## config.mk

```make
export PLATFORM = sky130hd
export DESIGN_NAME = xdma_write_arbiter
export DESIGN_NICKNAME = d
export VERILOG_FILES = /design/src/rtl/xdma_pkg.sv /design/src/rtl/stream_fifo.sv /design/src/rtl/xdma_write_arbiter.sv
export SDC_FILE = /design/constraint.sdc
export NUM_CORES = 1
export LEC_CHECK = 0
export BUFFER_PORTS_ARGS = -buffer_cell sky130_fd_sc_hd__buf_2
export CORE_AREA = 2 2 134 136
export CTS_BUF_LIST = sky130_fd_sc_hd__clkbuf_8
export DETAILED_ROUTE_END_ITERATION = 8
export DIE_AREA = 0 0 136 138
export MAX_ROUTING_LAYER = met4
export REMOVE_ABC_BUFFERS = 1
export SLEW_MARGIN = 20
export SYNTH_ARGS = -nofsm -noshare
export SYNTH_HDL_FRONTEND = slang
export SYNTH_SLANG_ARGS = --single-unit
```

## constraint.sdc

```tcl
create_clock -name clk_i -period 3.55 [get_ports clk_i]
set_input_delay 0.71 -clock clk_i [delete_from_list [all_inputs] [get_ports clk_i]]
set_output_delay 0.71 -clock clk_i [all_outputs]
set_load 0.05 [all_outputs]
```

## src/rtl/xdma_pkg.sv

```systemverilog
// Shared types and helpers for the xDMA write-side blocks.
package xdma_pkg;

  typedef struct packed {
    logic [31:0] addr;
    logic        write;
    logic [3:0]  amo;
    logic [31:0] data;
    logic [3:0]  strb;
    logic [1:0]  size;
    logic        q_valid;
    logic        p_ready;
  } xdma_req_t;

  typedef struct packed {
    logic        q_ready;
    logic        p_valid;
    logic [31:0] data;
    logic        error;
  } xdma_rsp_t;

  typedef enum logic {
    IDLE   = 1'b0,
    LOCKED = 1'b1
  } xdma_arb_state_e;

  // Index fields are sized for the widest legal arbiter (8 requesters).
  typedef struct packed {
    xdma_arb_state_e state;
    logic [2:0]      rr;
    logic [2:0]      lock_idx;
    logic            fifo_empty;
  } xdma_arb_dbg_t;

  function automatic logic [2:0] rr_next(input logic [2:0] idx, input int unsigned n);
    if (32'(idx) + 32'd1 >= n) return 3'd0;
    return idx + 3'd1;
  endfunction

endpackage

```

## src/rtl/stream_fifo.sv

```systemverilog
// Valid/ready FIFO; ready_o depends only on registered occupancy.
module stream_fifo #(
  parameter bit          FALL_THROUGH = 1'b0,
  parameter int unsigned DEPTH        = 4,
  parameter type         T            = logic
) (
  input  logic clk_i,
  input  logic rst_ni,
  input  logic flush_i,
  input  T     data_i,
  input  logic valid_i,
  output logic ready_o,
  output T     data_o,
  output logic valid_o,
  input  logic ready_i
);

  localparam int unsigned AddrW = (DEPTH > 1) ? $clog2(DEPTH) : 1;
  typedef logic [AddrW-1:0] ptr_t;
  localparam ptr_t           LastPtr = ptr_t'(DEPTH - 1);
  localparam logic [AddrW:0] FullCnt = (AddrW + 1)'(DEPTH);

  T               mem_q [DEPTH];
  ptr_t           wr_ptr_q, rd_ptr_q;
  logic [AddrW:0] cnt_q;
  logic           empty, fall, push, pop;

  assign empty   = (cnt_q == '0);
  assign fall    = FALL_THROUGH && empty && valid_i;
  assign ready_o = (cnt_q != FullCnt);
  assign valid_o = !empty || fall;
  assign data_o  = fall ? data_i : mem_q[rd_ptr_q];
  // A fall-through beat taken in the same cycle never touches storage.
  assign push    = valid_i && ready_o && !(fall && ready_i);
  assign pop     = valid_o && ready_i && !empty;

  always_ff @(posedge clk_i or negedge rst_ni) begin
    if (!rst_ni) begin
      wr_ptr_q <= '0;
      rd_ptr_q <= '0;
      cnt_q    <= '0;
      for (int i = 0; i < int'(DEPTH); i++) mem_q[i] <= '0;
    end else if (flush_i) begin
      wr_ptr_q <= '0;
      rd_ptr_q <= '0;
      cnt_q    <= '0;
    end else begin
      if (push) begin
        mem_q[wr_ptr_q] <= data_i;
        wr_ptr_q        <= (wr_ptr_q == LastPtr) ? '0 : wr_ptr_q + ptr_t'(1);
      end
      if (pop) rd_ptr_q <= (rd_ptr_q == LastPtr) ? '0 : rd_ptr_q + ptr_t'(1);
      if (push && !pop)      cnt_q <= cnt_q + 1'b1;
      else if (pop && !push) cnt_q <= cnt_q - 1'b1;
    end
  end

endmodule

```

## src/rtl/xdma_write_arbiter.sv

```systemverilog
// Round-robin, burst-locked sharing of one reqrsp write port between NumInp
// requesters; an index FIFO routes the in-order responses back.
module xdma_write_arbiter
  import xdma_pkg::*;
#(
  parameter int unsigned NumInp         = 2,
  parameter int unsigned MaxOutstanding = 4,
  parameter type         reqrsp_req_t   = xdma_req_t,
  parameter type         reqrsp_rsp_t   = xdma_rsp_t
) (
  input  logic              clk_i,
  input  logic              rst_ni,
  input  reqrsp_req_t       in_req_i [NumInp],
  input  logic [NumInp-1:0] in_last_i,
  output reqrsp_rsp_t       in_rsp_o [NumInp],
  output reqrsp_req_t       out_req_o,
  input  reqrsp_rsp_t       out_rsp_i,
  output logic              busy_o,
  output xdma_arb_dbg_t     dbg_o
);

  localparam int unsigned IdxW = $clog2(NumInp);
  typedef logic [IdxW-1:0] idx_t;

  xdma_arb_state_e state_q, state_d;
  idx_t            rr_q, rr_d, lock_idx_q, lock_idx_d;
  idx_t            win_idx, cand, grant_idx, head_idx;
  logic            win_vld, grant_act, grant_vld;
  logic            fifo_ready, head_vld, accept, pop;
  logic [NumInp-1:0] q_valids;

  // Cyclic search starting at the round-robin pointer.
  always_comb begin
    win_idx = rr_q;
    win_vld = 1'b0;
    cand    = '0;
    for (int unsigned k = 0; k < NumInp; k++) begin
      cand = idx_t'((32'(rr_q) + k) % NumInp);
      if (!win_vld && in_req_i[cand].q_valid) begin
        win_vld = 1'b1;
        win_idx = cand;
      end
    end
  end

  // While locked the owner keeps the grant even with q_valid low.
  always_comb begin
    if (state_q == LOCKED) begin
      grant_idx = lock_idx_q;
      grant_act = 1'b1;
      grant_vld = in_req_i[lock_idx_q].q_valid;
    end else begin
      grant_idx = win_idx;
      grant_act = win_vld;
      grant_vld = win_vld;
    end
  end

  always_comb begin
    out_req_o         = in_req_i[grant_idx];
    out_req_o.q_valid = grant_vld && fifo_ready;
    out_req_o.p_ready = head_vld && in_req_i[head_idx].p_ready;
  end

  assign accept = out_req_o.q_valid && out_rsp_i.q_ready;
  assign pop    = head_vld && out_rsp_i.p_valid && out_req_o.p_ready;

  always_comb begin
    for (int unsigned i = 0; i < NumInp; i++) begin
      in_rsp_o[i] = '0;
      if (grant_act && grant_idx == idx_t'(i))
        in_rsp_o[i].q_ready = out_rsp_i.q_ready && fifo_ready;
      if (head_vld && head_idx == idx_t'(i)) begin
        in_rsp_o[i].p_valid = out_rsp_i.p_valid;
        in_rsp_o[i].data    = out_rsp_i.data;
        in_rsp_o[i].error   = out_rsp_i.error;
      end
    end
  end

  always_comb begin
    state_d    = state_q;
    rr_d       = rr_q;
    lock_idx_d = lock_idx_q;
    unique case (state_q)
      IDLE: begin
        if (accept) begin
          rr_d = idx_t'(rr_next(3'(win_idx), NumInp));
          if (!in_last_i[win_idx]) begin
            state_d    = LOCKED;
            lock_idx_d = win_idx;
          end
        end
      end
      LOCKED: begin
        if (accept && in_last_i[lock_idx_q]) state_d = IDLE;
      end
      default: state_d = IDLE;
    endcase
  end

  always_ff @(posedge clk_i or negedge rst_ni) begin
    if (!rst_ni) begin
      state_q    <= IDLE;
      rr_q       <= '0;
      lock_idx_q <= '0;
    end else begin
      state_q    <= state_d;
      rr_q       <= rr_d;
      lock_idx_q <= lock_idx_d;
    end
  end

  stream_fifo #(
    .FALL_THROUGH(1'b0),
    .DEPTH       (MaxOutstanding),
    .T           (idx_t)
  ) i_idx_fifo (
    .clk_i  (clk_i),
    .rst_ni (rst_ni),
    .flush_i(1'b0),
    .data_i (grant_idx),
    .valid_i(accept),
    .ready_o(fifo_ready),
    .data_o (head_idx),
    .valid_o(head_vld),
    .ready_i(pop)
  );

  always_comb begin
    for (int unsigned i = 0; i < NumInp; i++) q_valids[i] = in_req_i[i].q_valid;
  end

  assign busy_o = (|q_valids) || (state_q == LOCKED) || head_vld;

  assign dbg_o = '{state: state_q, rr: 3'(rr_q), lock_idx: 3'(lock_idx_q),
                   fifo_empty: !head_vld};

  p_valid_has_owner: assert property (@(posedge clk_i) disable iff (!rst_ni)
    out_rsp_i.p_valid |-> head_vld);

endmodule

```

==> summary.txt <==
Run status
  – Outcome: finished clean

Floorplanning
  – Die area: 0.0188 sq mm
  – Core ar.: 0.0175 sq mm
  – Initial core utilization: 13.2%
  – I/O pin total: 349
  – Die Ht: 138 um
  – Die W: 136 um
  – Row Count: 49

Critical path
  – Setup crit end kind: output pin
  – Crit path required time: 2.84 ns
  – Worst path cell trace: buf_2 > nor2_1 > o21a_1 > a21boi_4 > buf_12 > mux2_2 > buf_2
  – Worst path slowest cell: mux2_2
  – Setup crit start kind: input port
  – Crit path DAT: 2.35 ns
  – Delay of the slowest critical-path stage: 0.40 ns
  – WP buf/inv: 3
  – Critical path class: input port to output pin
  – CP most frequent cell: buf_2
  – Family with the most delay on the worst path: buffers and inverters
  – R2R setup slack: 0.80 ns
  – Crit Path Max Fanout: 81

Logic synthesis
  – FFs w/ async S/R, synth: 100%
  – Commonest register cell after synthesis: dfrtp_1
  – Compound-cell area share of the yosys netlist: 3.35%
  – Number of synthesized flops with an enable pin: 0
  – Ranking of synthesized cells by area: mux2_2 40%, dfrtp_1 15%, and3_1 9.2%
  – Largest family of logic cells by synthesized area: multiplexers
  – Synth Register Bits: 14
  – Cells after Synth: 250
  – Synthesized area: 0.00232 sq mm
  – Synth Area in Adders: 4.10%
  – Synth top area share: 40.3%
  – Avg Cell Area, Syn: 9.27 sq um
  – Post-Synth XOR/XNOR Area: 1.13%
  – Ys Warns: 0
  – Post-synthesis mux area share: 43.6%
  – Synth area leader: mux2_2
  – Library cells used by synthesis: 36
  – Synth Area in Simple Gates: 24.4%
  – Seq/Total Area, Yosys: 15.1%

Route
  – Via count: 3129
  – Final ANT Viol Nets: 0
  – Drt first pass iters: 4
  – Vias/cell: 3.87
  – Starting DRT DRC Count: 101
  – Wirelength per Cell: 13.0 um
  – DRC Markers: 0
  – DRT Wirelength: 10500 um

Finish
  – Design area: 0.00430 sq mm
  – Fillers: 1914
  – Ant diodes: 0
  – Final net count: 780
  – Commonest non-fill, non-tap cells in the layout: 344 x buf_2, 83 x mux2_2, 34 x and3_1
  – Most common cell after layout, fill and taps aside: buf_2
  – Share of cells above drive strength 1: 76.7%
  – P&R area growth vs syn: 85.4%

CTS
  – Num Clock Sinks: 14
  – Worst-Skew Late Latency: 0.24 ns
  – H-tree Lvls: 1
  – CTS Buf Count: 3
  – Max Root-Sink Buffers: 2
  – # Post-CTS Setup Buffers: 0
  – Root Buffer Master: clkbuf_8
  – Reg clk slew, reported paths: 0.06 ns
  – CTS tree: done
  – Post_cts resized: 0
  – Post-CTS Hold Buffers: 0

Global routing
  – Largest net degree at the start of global routing: 82
  – Vias in the first global route: 2859
  – First-pass GRT wire length: 14900 um
  – Total GRT Usage: 10.3%
  – Total gr overflow: 0
  – Initial antenna violation count: 0

Placed design
  – GP Congestion: 0.803
  – Post-DP HPWL: 9230 um
  – # port buffers: 344
  – Placed Instance Area: 0.00424 sq mm

Timing
  – Tmin final: 3.06 ns
  – Final setup violation count: 0
  – Worst Max-Slew Pin Slew: 0.523 ns
  – Highest clock rate: 327 MHz
  – Period utilisation layout: 86.1%
  – Fin. Hold Viols: 0
  – Slew Limit Fails: 0
  – Slew HR: 65.2%
  – Setup Skew: 0.00313 ns
  – RSZ-0062 raised after global routing: false

Job
  – Number of max-cap violations: 0

Worst hold path
  – Worst hold path class: input port to async pin
## sequential cells by signal, summed over array words and instances, names as in the netlist
register	cells
i_idx_fifo.mem_q	4
i_idx_fifo.cnt_q	3
i_idx_fifo.rd_ptr_q	2
i_idx_fifo.wr_ptr_q	2
lock_idx_q	1
rr_q	1
state_q	1
## synth_stat cells (2+ instances only)
| master | count |
|---|---|
| and3_1 | 34 |
| nor2_1 | 8 |
| mux2i_1 | 3 |
| nor4b_1 | 4 |
| inv_1 | 7 |
| buf_2 | 2 |
| and2_1 | 33 |
| nor3_1 | 3 |
| clkbuf_1 | 11 |
| mux2_1 | 2 |
| buf_4 | 15 |
| dfrtp_1 | 14 |
| ha_1 | 6 |
| nand2_1 | 3 |
| mux2_2 | 83 |
| xnor2_1 | 2 |
## metrics by stage
stage | instances | worst slack [ns] | setup TNS [ns] | util (%) | hold WS (ns)
4_1_cts | 808 | 0.503 | 0 | 24.5 | 0.358
3_5_place_dp | 804 | 0.503 | 0 | 24.2 | 0.496
2_1_floorplan | 225 | -5.68 | -394.11 | - | 0.414
5_1_grt | 808 | 0.391 | 0 | 24.5 | 0.359
3_3_place_gp | 804 | 0.514 | 0 | 24.2 | 0.490
6_report | 808 | 0.495 | 0 | 24.5 | 0.355
## logic make-up (layout without fill, tap and decap cells)
logic type | after synthesis | count (layout)
AND/OR/NAND/NOR | 92 | 92
multiplexers | 89 | 89
buffers and inverters | 35 | 361
XOR/XNOR | 3 | 3
other | 1 | 4
AO/OA/AOI/OAI | 9 | 9
adder cells (fa/ha/maj) | 7 | 7
flip-flops | 14 | 14
## per-layer routing
layer	routed length (um)	GRT usage, %	share of wire, %
met5	0	-	0
met4	95	2.69	0.91
met3	980	1.10	9.4
met2	5370	19.7	51
met1	4040	11.1	39
## final cells by class
type / instances / area, sq um / share of cell area, %
clock buffers: 4 / 55.1 / 1.28
inverters: 7 / 26.3 / 0.611
well taps: 229 / 287 / 6.67
repair buffers: 350 / 1780 / 41.4
multi-input cells: 204 / 1800 / 41.9
flip-flops and latches: 14 / 350 / 8.15
## path summary, 6_finish.rpt
kind | start | endpoint | depth (start not counted)
max | in_req_i[1] | out_req_o[55] | 7
min | rst_ni | i_idx_fifo.cnt_q[1]$_DFFE_PN0P_ | 1
max reg2reg | i_idx_fifo.rd_ptr_q[0]$_DFFE_PN0P_ | i_idx_fifo.cnt_q[2]$_DFFE_PN0P_ | 10
min reg2reg | i_idx_fifo.mem_q[3]$_DFFE_PN0P_ | i_idx_fifo.mem_q[3]$_DFFE_PN0P_ | 1
max in group asynchronous | rst_ni | rr_q$_DFFE_PN0P_ | 1
min in group clk_i | i_idx_fifo.mem_q[3]$_DFFE_PN0P_ | i_idx_fifo.mem_q[3]$_DFFE_PN0P_ | 1
Power is not shown: default switching activity piles up to over one toggle a cycle in this logic, so the estimate is an artifact.
